`config.mk`:
```
export PLATFORM = sky130hd
export DESIGN_NAME = pc_seq_unit
export DESIGN_NICKNAME = d
export VERILOG_FILES = /design/src/rtl/pc_seq_pkg.sv /design/src/rtl/pc_seq_unit_ras_stack.sv /design/src/rtl/pc_seq_unit.sv
export SDC_FILE = /design/constraint.sdc
export NUM_CORES = 1
export LEC_CHECK = 0
export CORE_ASPECT_RATIO = 1.25
export CORE_MARGIN = 2
export CORE_UTILIZATION = 36
export CTS_CLUSTER_SIZE = 14
export DETAILED_ROUTE_END_ITERATION = 8
export GPL_TIMING_DRIVEN = 1
export PLACE_DENSITY = 0.68
export SLEW_MARGIN = 25
export SYNTH_ARGS = -nofsm -noshare
export SYNTH_HDL_FRONTEND = slang
export SYNTH_HIERARCHICAL = 1
export SYNTH_SLANG_ARGS = --single-unit
```
`constraint.sdc`:
```
create_clock -name clk -period 10.3 [get_ports clk]
set_input_delay 3.09 -clock clk [delete_from_list [all_inputs] [get_ports clk]]
set_output_delay 3.09 -clock clk [all_outputs]
set_load 0.01 [all_outputs]
```
`src/rtl/pc_seq_pkg.sv`:
```
// Shared encodings and default vectors for the PC sequencer and the control decoder.
package pc_seq_pkg;

    typedef enum logic [2:0] {
        PC_SEQ  = 3'd0,
        PC_BR   = 3'd1,
        PC_J    = 3'd2,
        PC_JR   = 3'd3,
        PC_CALL = 3'd4,
        PC_RET  = 3'd5
    } pc_sel_e;

    localparam logic [31:0] DEF_RESET_VEC = 32'h0000_0000;
    localparam logic [31:0] DEF_EXC_VEC   = 32'h8000_0180;

endpackage

```
`src/rtl/pc_seq_unit_ras_stack.sv`:
```
// Circular return-address stack: a push overwrites the oldest entry when full, and the count saturates.
module ras_stack #(
    parameter int XLEN      = 32,
    parameter int RAS_DEPTH = 4
) (
    input  logic                           clk,
    input  logic                           clr,
    input  logic                           push,
    input  logic                           pop,
    input  logic [XLEN-1:0]                push_data,
    output logic [XLEN-1:0]                top,
    output logic [$clog2(RAS_DEPTH):0]     count
);

    localparam int PTR_W = $clog2(RAS_DEPTH);
    localparam int CNT_W = PTR_W + 1;
    localparam logic [CNT_W-1:0] FULL = CNT_W'(RAS_DEPTH);

    logic [PTR_W-1:0] ptr_q, ptr_d;
    logic [CNT_W-1:0] count_q, count_d;
    logic [XLEN-1:0]  mem_q [RAS_DEPTH];
    logic [XLEN-1:0]  mem_d [RAS_DEPTH];

    always_comb begin
        ptr_d   = ptr_q;
        count_d = count_q;
        mem_d   = mem_q;
        if (push) begin
            mem_d[ptr_q] = push_data;
            ptr_d        = ptr_q + PTR_W'(1);
            count_d      = (count_q == FULL) ? count_q : count_q + CNT_W'(1);
        end else if (pop && count_q != '0) begin
            ptr_d   = ptr_q - PTR_W'(1);
            count_d = count_q - CNT_W'(1);
        end
    end

    always_ff @(posedge clk) begin
        if (clr) begin
            ptr_q   <= '0;
            count_q <= '0;
        end else begin
            ptr_q   <= ptr_d;
            count_q <= count_d;
        end
    end

    // Entry contents are meaningless after reset, so the array carries no reset.
    always_ff @(posedge clk) begin
        mem_q <= mem_d;
    end

    assign top   = mem_q[ptr_q - PTR_W'(1)];
    assign count = count_q;

endmodule

```
`src/rtl/pc_seq_unit.sv`:
```
// Fetch-stage program counter: next-PC mux, exception redirect and return prediction via the RAS.
module pc_seq_unit
    import pc_seq_pkg::*;
#(
    parameter int              XLEN      = 32,
    parameter logic [XLEN-1:0] RESET_VEC = XLEN'(DEF_RESET_VEC),
    parameter logic [XLEN-1:0] EXC_VEC   = XLEN'(DEF_EXC_VEC),
    parameter int              RAS_DEPTH = 4
) (
    input  logic                           clk,
    input  logic                           clr,
    input  logic                           stall,
    input  logic                           exc,
    input  logic [2:0]                     pc_sel,
    input  logic [31:0]                    inst,
    input  logic [XLEN-1:0]                a,
    output logic [XLEN-1:0]                pc,
    output logic [XLEN-1:0]                ra,
    output logic [XLEN-1:0]                epc,
    output logic [$clog2(RAS_DEPTH):0]     ras_count,
    output logic                           ret_mismatch
);

    logic [XLEN-1:0] pc_q, pc_d;
    logic [XLEN-1:0] epc_q, epc_d;
    logic            ret_mismatch_q, ret_mismatch_d;

    logic [XLEN-1:0] imm_ext, br_tgt, j_tgt, a_tgt, ras_top;
    logic            ras_push, ras_pop;
    logic            unused_bits;

    assign ra      = pc_q + XLEN'(4);
    assign imm_ext = {{(XLEN-16){inst[15]}}, inst[15:0]};
    assign br_tgt  = pc_q + (imm_ext << 2);
    assign j_tgt   = {pc_q[XLEN-1:28], inst[25:0], 2'b00};
    assign a_tgt   = {a[XLEN-1:2], 2'b00};
    assign unused_bits = ^{inst[31:26], a[1:0]};

    // An exception overrides a stall and leaves the RAS untouched; a stall also clears the mismatch pulse.
    always_comb begin
        pc_d           = pc_q;
        epc_d          = epc_q;
        ret_mismatch_d = 1'b0;
        ras_push       = 1'b0;
        ras_pop        = 1'b0;
        if (exc) begin
            pc_d  = EXC_VEC;
            epc_d = pc_q;
        end else if (!stall) begin
            case (pc_sel)
                PC_BR:   pc_d = br_tgt;
                PC_J:    pc_d = j_tgt;
                PC_JR:   pc_d = a_tgt;
                PC_CALL: begin
                    pc_d     = j_tgt;
                    ras_push = 1'b1;
                end
                PC_RET: begin
                    if (ras_count != '0) begin
                        pc_d           = ras_top;
                        ras_pop        = 1'b1;
                        ret_mismatch_d = (ras_top != a_tgt);
                    end else begin
                        pc_d = a_tgt;
                    end
                end
                default: pc_d = ra;
            endcase
        end
    end

    always_ff @(posedge clk) begin
        if (clr) begin
            pc_q           <= RESET_VEC;
            epc_q          <= '0;
            ret_mismatch_q <= 1'b0;
        end else begin
            pc_q           <= pc_d;
            epc_q          <= epc_d;
            ret_mismatch_q <= ret_mismatch_d;
        end
    end

    ras_stack #(
        .XLEN      (XLEN),
        .RAS_DEPTH (RAS_DEPTH)
    ) u_ras (
        .clk       (clk),
        .clr       (clr),
        .push      (ras_push),
        .pop       (ras_pop),
        .push_data (ra),
        .top       (ras_top),
        .count     (ras_count)
    );

    assign pc           = pc_q;
    assign epc          = epc_q;
    assign ret_mismatch = ret_mismatch_q;

endmodule

```
; Yosys cells after proc, flatten, opt, wreduce, memory -nomap -nowiden
; Cells that the tools add are included.
[totals]
regBits = 198
in_bits = 71
output_inout_bits = 100
elab_cells = 69
[op_classes]
addsub = 6
n_lt_le_gt_ge = 3
eq_ne = 10
n_mux = 22
bitwise_logic = 6
n_reduce_logical = 10
[op_table]
columns = op, count
row1 = $mux 32, 6
row2 = $bwmux 128, 1
row3 = $pmux 32 s4, 1
row4 = $bmux 32 s2, 1
row5 = $demux 32 s2, 1
row6 = $add 32x3->32 const B, 1
row7 = $add 32x32->32, 1
row8 = $ne 32x32->1, 1
row9 = $eq 3x3->1 const B, 3
row10 = $mux 3, 3
row11 = $mux 1, 7
row12 = $eq 3x2->1 const B, 2
row13 = $ge 3x3->1 const B, 2
row14 = $not 2->3, 2
row15 = $reduce_and 2->1, 3
row16 = $reduce_or 5->1, 1
row17 = $mux 2, 2
row18 = $ne 2x1->1 const B, 2
row19 = $not 1->1, 4
row20 = $reduce_or 2->1, 2
row21 = $add 3x1->3 const B, 1
row22 = $eq 3x1->1 const B, 1
row23 = $lt 3x1->1 const B, 1
row24 = $reduce_bool 3->1, 1
row25 = 6 further kinds, 7

; Logic depth before layout (Yosys ltp)
[logic_depth]
depth_word = 9
mapped_depth = 13

; Cells and area by module
; Netlist, hierarchy kept.
[by_module_without_submodules]
columns = module, n_inst, cells_per_inst, area_each_um2, seq_area_each_um2
row1 = pc_seq_unit, 1, 730, 5799.3, 1301.2
row2 = ras_stack, 1, 209, 4984.8, 3943.8

; Worst setup path after synthesis
; OpenSTA, ideal clock, no wires.
[synth_timing]
path_kind = input -> register
from = input exc
to = register u_ras/mem_q[0] (netlist bit) (enable)
t_arrival_ns = 5.347
required_time_ns = 9.908
path_slack_ns = 4.561
stages = 5
path_buffers = 3
path_cell_list = buf_1 buf_1 nor4_1 buf_2 and2_1
[synth_via]
elab_chain_cells = 1
[synth_rtl]
columns = element, line
row1 = "start, declared", pc_seq_unit.sv:13  ; input logic exc,
row2 = $mux 1, pc_seq_unit.sv:46  ; if (exc) begin
row3 = net ras_push, pc_seq_unit.sv:29  ; logic ras_push, ras_pop;
row4 = "end signal, assigned", pc_seq_unit_ras_stack.sv:50  ; mem_q <= mem_d;
row5 = "end, declared", pc_seq_unit_ras_stack.sv:21  ; logic [XLEN-1:0] mem_q [RAS_DEPTH];
; The timed path passes the listed nets, and every way through them passes these cells.
; A chain may end at the register's enable or synchronous reset.

; Worst setup path after layout
[layout_timing]
from = register pc_q[3], in the netlist pc[3]
to = output ra[26]
[layout_via]
elab_chain_cells = 1
[layout_rtl]
columns = element, line
row1 = "start, declared", pc_seq_unit.sv:24  ; logic [XLEN-1:0] pc_q, pc_d;
row2 = "start signal, assigned", pc_seq_unit.sv:78  ; pc_q <= pc_d;
row3 = $add 32x3->32, pc_seq_unit.sv:32  ; assign ra = pc_q + XLEN'(4);
row4 = "end, declared", pc_seq_unit.sv:18  ; output logic [XLEN-1:0] ra,
; Every way passes these cells.

==> metrics.txt <==
# TYPE chip_impl_metric gauge
chip_impl_info{name="run_status",value="complete, no violations"} 1
chip_impl_metric{name="report.power.total",unit="mW"} 1.82
chip_impl_metric{name="drt_iter0_markers",unit=""} 1009
chip_impl_metric{name="wirelength",unit="mm"} 34.2
chip_impl_metric{name="area_fraction_of_the_dominant_cell_type_after_synthesis",unit=""} 0.356
chip_impl_info{name="cp-endpoint",value="ra[26]"} 1
chip_impl_metric{name="die_width",unit="µm"} 159
chip_impl_metric{name="via_per_inst",unit=""} 5.78
chip_impl_metric{name="initial_core_util",unit=""} 0.368
chip_impl_metric{name="ctsLongestPathBuffers",unit=""} 2
chip_impl_info{name="worstSetupStartpoint",value="pc[3]$_SDFFE_PP0N_"} 1
chip_impl_metric{name="grt_remaining_overflow",unit=""} 0
chip_impl_metric{name="power.density_cell_area",unit="mW/mm²"} 136
chip_impl_metric{name="p_int",unit="mW"} 1.30
chip_impl_metric{name="drt-pass1-iter-count",unit=""} 5
chip_impl_metric{name="post_drt_wl_per_cell",unit="µm"} 23.0
chip_impl_info{name="ys_top_cells_by_count",value="128 x edfxtp_1, 82 x nor2_1, 70 x dfxtp_1"} 1
chip_impl_metric{name="dr_total_vias",unit=""} 8612
chip_impl_metric{name="fillCellCount",unit=""} 2702
chip_impl_info{name="rr_startpoint",value="u_ras/ptr_q[0]$_SDFFE_PP0P_"} 1
chip_impl_metric{name="fp.dieArea",unit="mm²"} 0.0314
chip_impl_metric{name="drt_drc_violations_left",unit=""} 0
chip_impl_metric{name="synth-compound-area-share",unit=""} 0.152
chip_impl_metric{name="utilization",unit=""} 0.456
chip_impl_metric{name="yosys.area_share.adder",unit=""} 0.0432
chip_impl_metric{name="postCtsResizedCells",unit=""} 0
chip_impl_metric{name="synth-seq-area-share",unit=""} 0.486
chip_impl_info{name="hp-class",value="register to register"} 1
chip_impl_metric{name="number_of_global_route_vias_before_repair",unit=""} 8344
chip_impl_metric{name="cp.required",unit="ns"} 7.21
chip_impl_metric{name="power.share.switching",unit=""} 0.287
chip_impl_metric{name="number_of_buffers_added_for_setup_after_cts",unit=""} 0
chip_impl_metric{name="crit_arrival",unit="ns"} 3.73
chip_impl_metric{name="grt_max_degree",unit=""} 53
chip_impl_metric{name="timing.fmax",unit="MHz"} 147
chip_impl_metric{name="reg2reg_depth",unit=""} 11
chip_impl_metric{name="final_setup_tns",unit="ns"} 0
chip_impl_metric{name="grt_antenna_before_repair",unit=""} 0
chip_impl_metric{name="syn-cell-area",unit="mm²"} 0.0108
chip_impl_metric{name="clkSinkCount",unit=""} 198
chip_impl_metric{name="path_max_fanout",unit=""} 8
chip_impl_metric{name="yosys.area_share.simple",unit=""} 0.115
chip_impl_metric{name="synthesis.instances",unit=""} 939
chip_impl_metric{name="design.final.nets",unit=""} 1187
chip_impl_info{name="largest_family_of_logic_cells_by_synthesized_area",value="compound AO/OA/AOI/OAI gates"} 1
chip_impl_metric{name="dp_hpwl",unit="mm"} 23.8
chip_impl_metric{name="minimum_clock_period_after_layout",unit="ns"} 6.82
chip_impl_metric{name="yosys.area_share.xor_xnor",unit=""} 0.0658
chip_impl_metric{name="post_synth_num_cell_types",unit=""} 69
chip_impl_metric{name="net-switching-power",unit="µW"} 523
chip_impl_metric{name="power.clock.fraction",unit=""} 0.379
chip_impl_info{name="netlist.top_cell.by_area",value="edfxtp_1"} 1
chip_impl_info{name="ctsRootBufferMaster",value="clkbuf_16"} 1
chip_impl_metric{name="finalMaxSlewViolations",unit=""} 0
chip_impl_metric{name="coreArea",unit="mm²"} 0.0293
chip_impl_metric{name="ys_ff_latch",unit=""} 198
chip_impl_metric{name="chipHeight",unit="µm"} 198
chip_impl_metric{name="timing.final.hold_violations",unit=""} 0
chip_impl_metric{name="area.growth.synth_to_final",unit="%"} 24.0
chip_impl_metric{name="report.final.setup_viol",unit=""} 0
chip_impl_metric{name="timing_worst_slew_pin_value",unit="ns"} 0.863
chip_impl_metric{name="final_min_period_over_clock_period",unit=""} 0.663
chip_impl_metric{name="final_wtd_congestion",unit=""} 0.931
chip_impl_info{name="end_kind",value="primary output"} 1
chip_impl_metric{name="drtAntennaViolNets",unit=""} 0
chip_impl_metric{name="cts_hold_buf",unit=""} 0
chip_impl_metric{name="worst-r2r-setup-slack",unit="ns"} 6.24
chip_impl_metric{name="row_count",unit=""} 70
chip_impl_metric{name="antenna_cells",unit=""} 0
chip_impl_metric{name="clock_tree.htree_level_count",unit=""} 4
chip_impl_info{name="critical_path.startpoint_type",value="register"} 1
chip_impl_metric{name="ys_warn_count",unit=""} 6
chip_impl_metric{name="worst_clock_skew",unit="ns"} 0.0125
chip_impl_metric{name="number_of_enable_type_register_cells_in_the_synthesized_netlist",unit=""} 128
chip_impl_info{name="setup_repair_after_global_routing_missed_its_margin",value="no"} 1
chip_impl_metric{name="path_clk_slew",unit="ns"} 0.08
chip_impl_metric{name="io_pins",unit=""} 171
chip_impl_metric{name="maxSlewHeadroom",unit=""} 0.423
chip_impl_info{name="tritoncts",value="yes"} 1
chip_impl_metric{name="wire_length_of_the_first_global_routing_pass",unit="mm"} 51.6
chip_impl_metric{name="finalNonFillerCells",unit=""} 1489
chip_impl_metric{name="share_seq_of_total_power",unit=""} 0.477
chip_impl_metric{name="drv.max_cap_violation_count",unit=""} 0
chip_impl_metric{name="synthesis.area_per_instance",unit="µm²"} 11.5
chip_impl_metric{name="cts_made_buffers",unit=""} 17
chip_impl_metric{name="synth.mux.area_fraction",unit=""} 0.102
chip_impl_info{name="synth_top_cells_by_area",value="edfxtp_1 36%, dfxtp_1 13%, mux4_2 6.7%, xnor2_1 4.1%, ha_1 3.9%"} 1
chip_impl_metric{name="power.leakage",unit="nW"} 4.75
chip_impl_metric{name="proportion_of_register_bits_with_asynchronous_set_or_reset_after_synthesis",unit=""} 0
chip_impl_metric{name="post_route_cells_drive_above_1_share",unit=""} 0.101
chip_impl_info{name="post-synth-top-count-cell",value="edfxtp_1"} 1
chip_impl_info{name="timing.setup.critical_path_class",value="register to primary output"} 1
chip_impl_metric{name="place_inst",unit=""} 1457
chip_impl_metric{name="comb_power_share",unit=""} 0.144
chip_impl_metric{name="vdd.ir_drop.worst",unit="V"} 0.000108
chip_impl_metric{name="grt_use_total",unit=""} 0.218
chip_impl_info{name="synth-main-ff-cell",value="edfxtp_1"} 1
chip_impl_info{name="r2r_end",value="ret_mismatch$_SDFF_PP0_"} 1
chip_impl_metric{name="clock_latency",unit="ns"} 0.46
chip_impl_metric{name="synth_fp_nets",unit=""} 1046
chip_impl_metric{name="io_buffer_count",unit=""} 162
## metal layers
| layer | wire length (µm) | share of wire | global-route usage |
|---|---|---|---|
| met4 | 1040 | 0.030 | 0.0761 |
| met1 | 13900 | 0.41 | 0.282 |
| met3 | 2710 | 0.079 | 0.0426 |
| met5 | 0 | 0 | 0 |
| met2 | 16600 | 0.48 | 0.367 |
## cell usage in the layout (no fill, tap or decap), types with 10 or more instances in the layout
cell type and instances:
clkdlybuf4s50_1 159, edfxtp_1 128, nor2_1 82, dfxtp_1 69, a21oi_1 54, xnor2_1 50, nand2_1 46, mux2i_1 37
o21ai_0 35, a221oi_1 34, ha_1 34, mux4_2 32, xor2_1 31, nand3_1 29, inv_1 27, a221o_1 22
clkbuf_16 17, buf_4 16, nand4_1 13, a21o_1 13, nor3_1 12, o31ai_1 12, and3_1 10
## worst max-delay path: stages, from the launching register on
cell             delay, ns
dfxtp_1               0.53
ha_1                  0.28
nand3_1               0.25
nor3_4                0.54
nand4_1               0.39
nor2_1                0.23
xor2_1                0.43
clkdlybuf4s50_1       0.63
## sequential cells by signal, indices dropped and copies added, names as in the netlist
register      flops
u_ras/mem_q     128
ret_mismatch      1
pc               32
u_ras/count       3
epc              32
u_ras/ptr_q       2
## kinds of logic (layout without fill, tap and decap cells)
family / after synthesis / count (layout)
AO/OA/AOI/OAI: 226 / 226
adder cells (fa/ha/maj): 36 / 36
buffers and inverters: 83 / 237
AND/OR/NAND/NOR: 245 / 245
flip-flops: 198 / 198
XOR/XNOR: 81 / 81
multiplexers: 70 / 70
## stage by stage
step	setup WS [ns]	hold slack, ns	instance area, µm²
finish	3.48	0.498	13400
global route	3.30	0.525	13400
CTS	3.51	0.502	13400
detailed placement	3.90	0.481	12700
global placement	3.90	0.473	12700
floorplan	4.56	0.532	10800
## worst min path at each step
| stage | startpoint | to | slack, ns | cells after the start |
|---|---|---|---|---|
| after floorplan | epc[15]$_SDFFE_PP0P_ | epc[15]$_SDFFE_PP0P_ | 0.53 | 2 |
| after global placement | epc[9]$_SDFFE_PP0P_ | epc[9]$_SDFFE_PP0P_ | 0.47 | 2 |
| after detailed placement | epc[10]$_SDFFE_PP0P_ | epc[10]$_SDFFE_PP0P_ | 0.48 | 2 |
| after CTS | epc[10]$_SDFFE_PP0P_ | epc[10]$_SDFFE_PP0P_ | 0.50 | 2 |
| after global routing | epc[27]$_SDFFE_PP0P_ | epc[27]$_SDFFE_PP0P_ | 0.53 | 2 |
| final | epc[0]$_SDFFE_PP0P_ | epc[0]$_SDFFE_PP0P_ | 0.50 | 2 |
## area by class of cell
type / instances / area, µm² / area share
clock buffers: 17 / 425 / 0.0318
clock inverters: 15 / 199 / 0.0149
inverters: 27 / 101 / 0.00758
multi-input cells: 658 / 5170 / 0.387
flip-flops and latches: 198 / 5250 / 0.392
well taps: 396 / 495 / 0.0371
repair buffers: 178 / 1730 / 0.129
## power by group through the flow
stage          Sequential, mW  Combinational [mW]  Clock (mW)
4_1_cts                 0.869               0.262       0.706
3_5_place_dp            0.887               0.260           0
5_1_grt                 0.870               0.282       0.736
6_report                0.869               0.263       0.690
3_3_place_gp            0.887               0.258           0
2_1_floorplan           0.883               0.149           0
No activity file was read; power rests on OpenSTA's default activity.
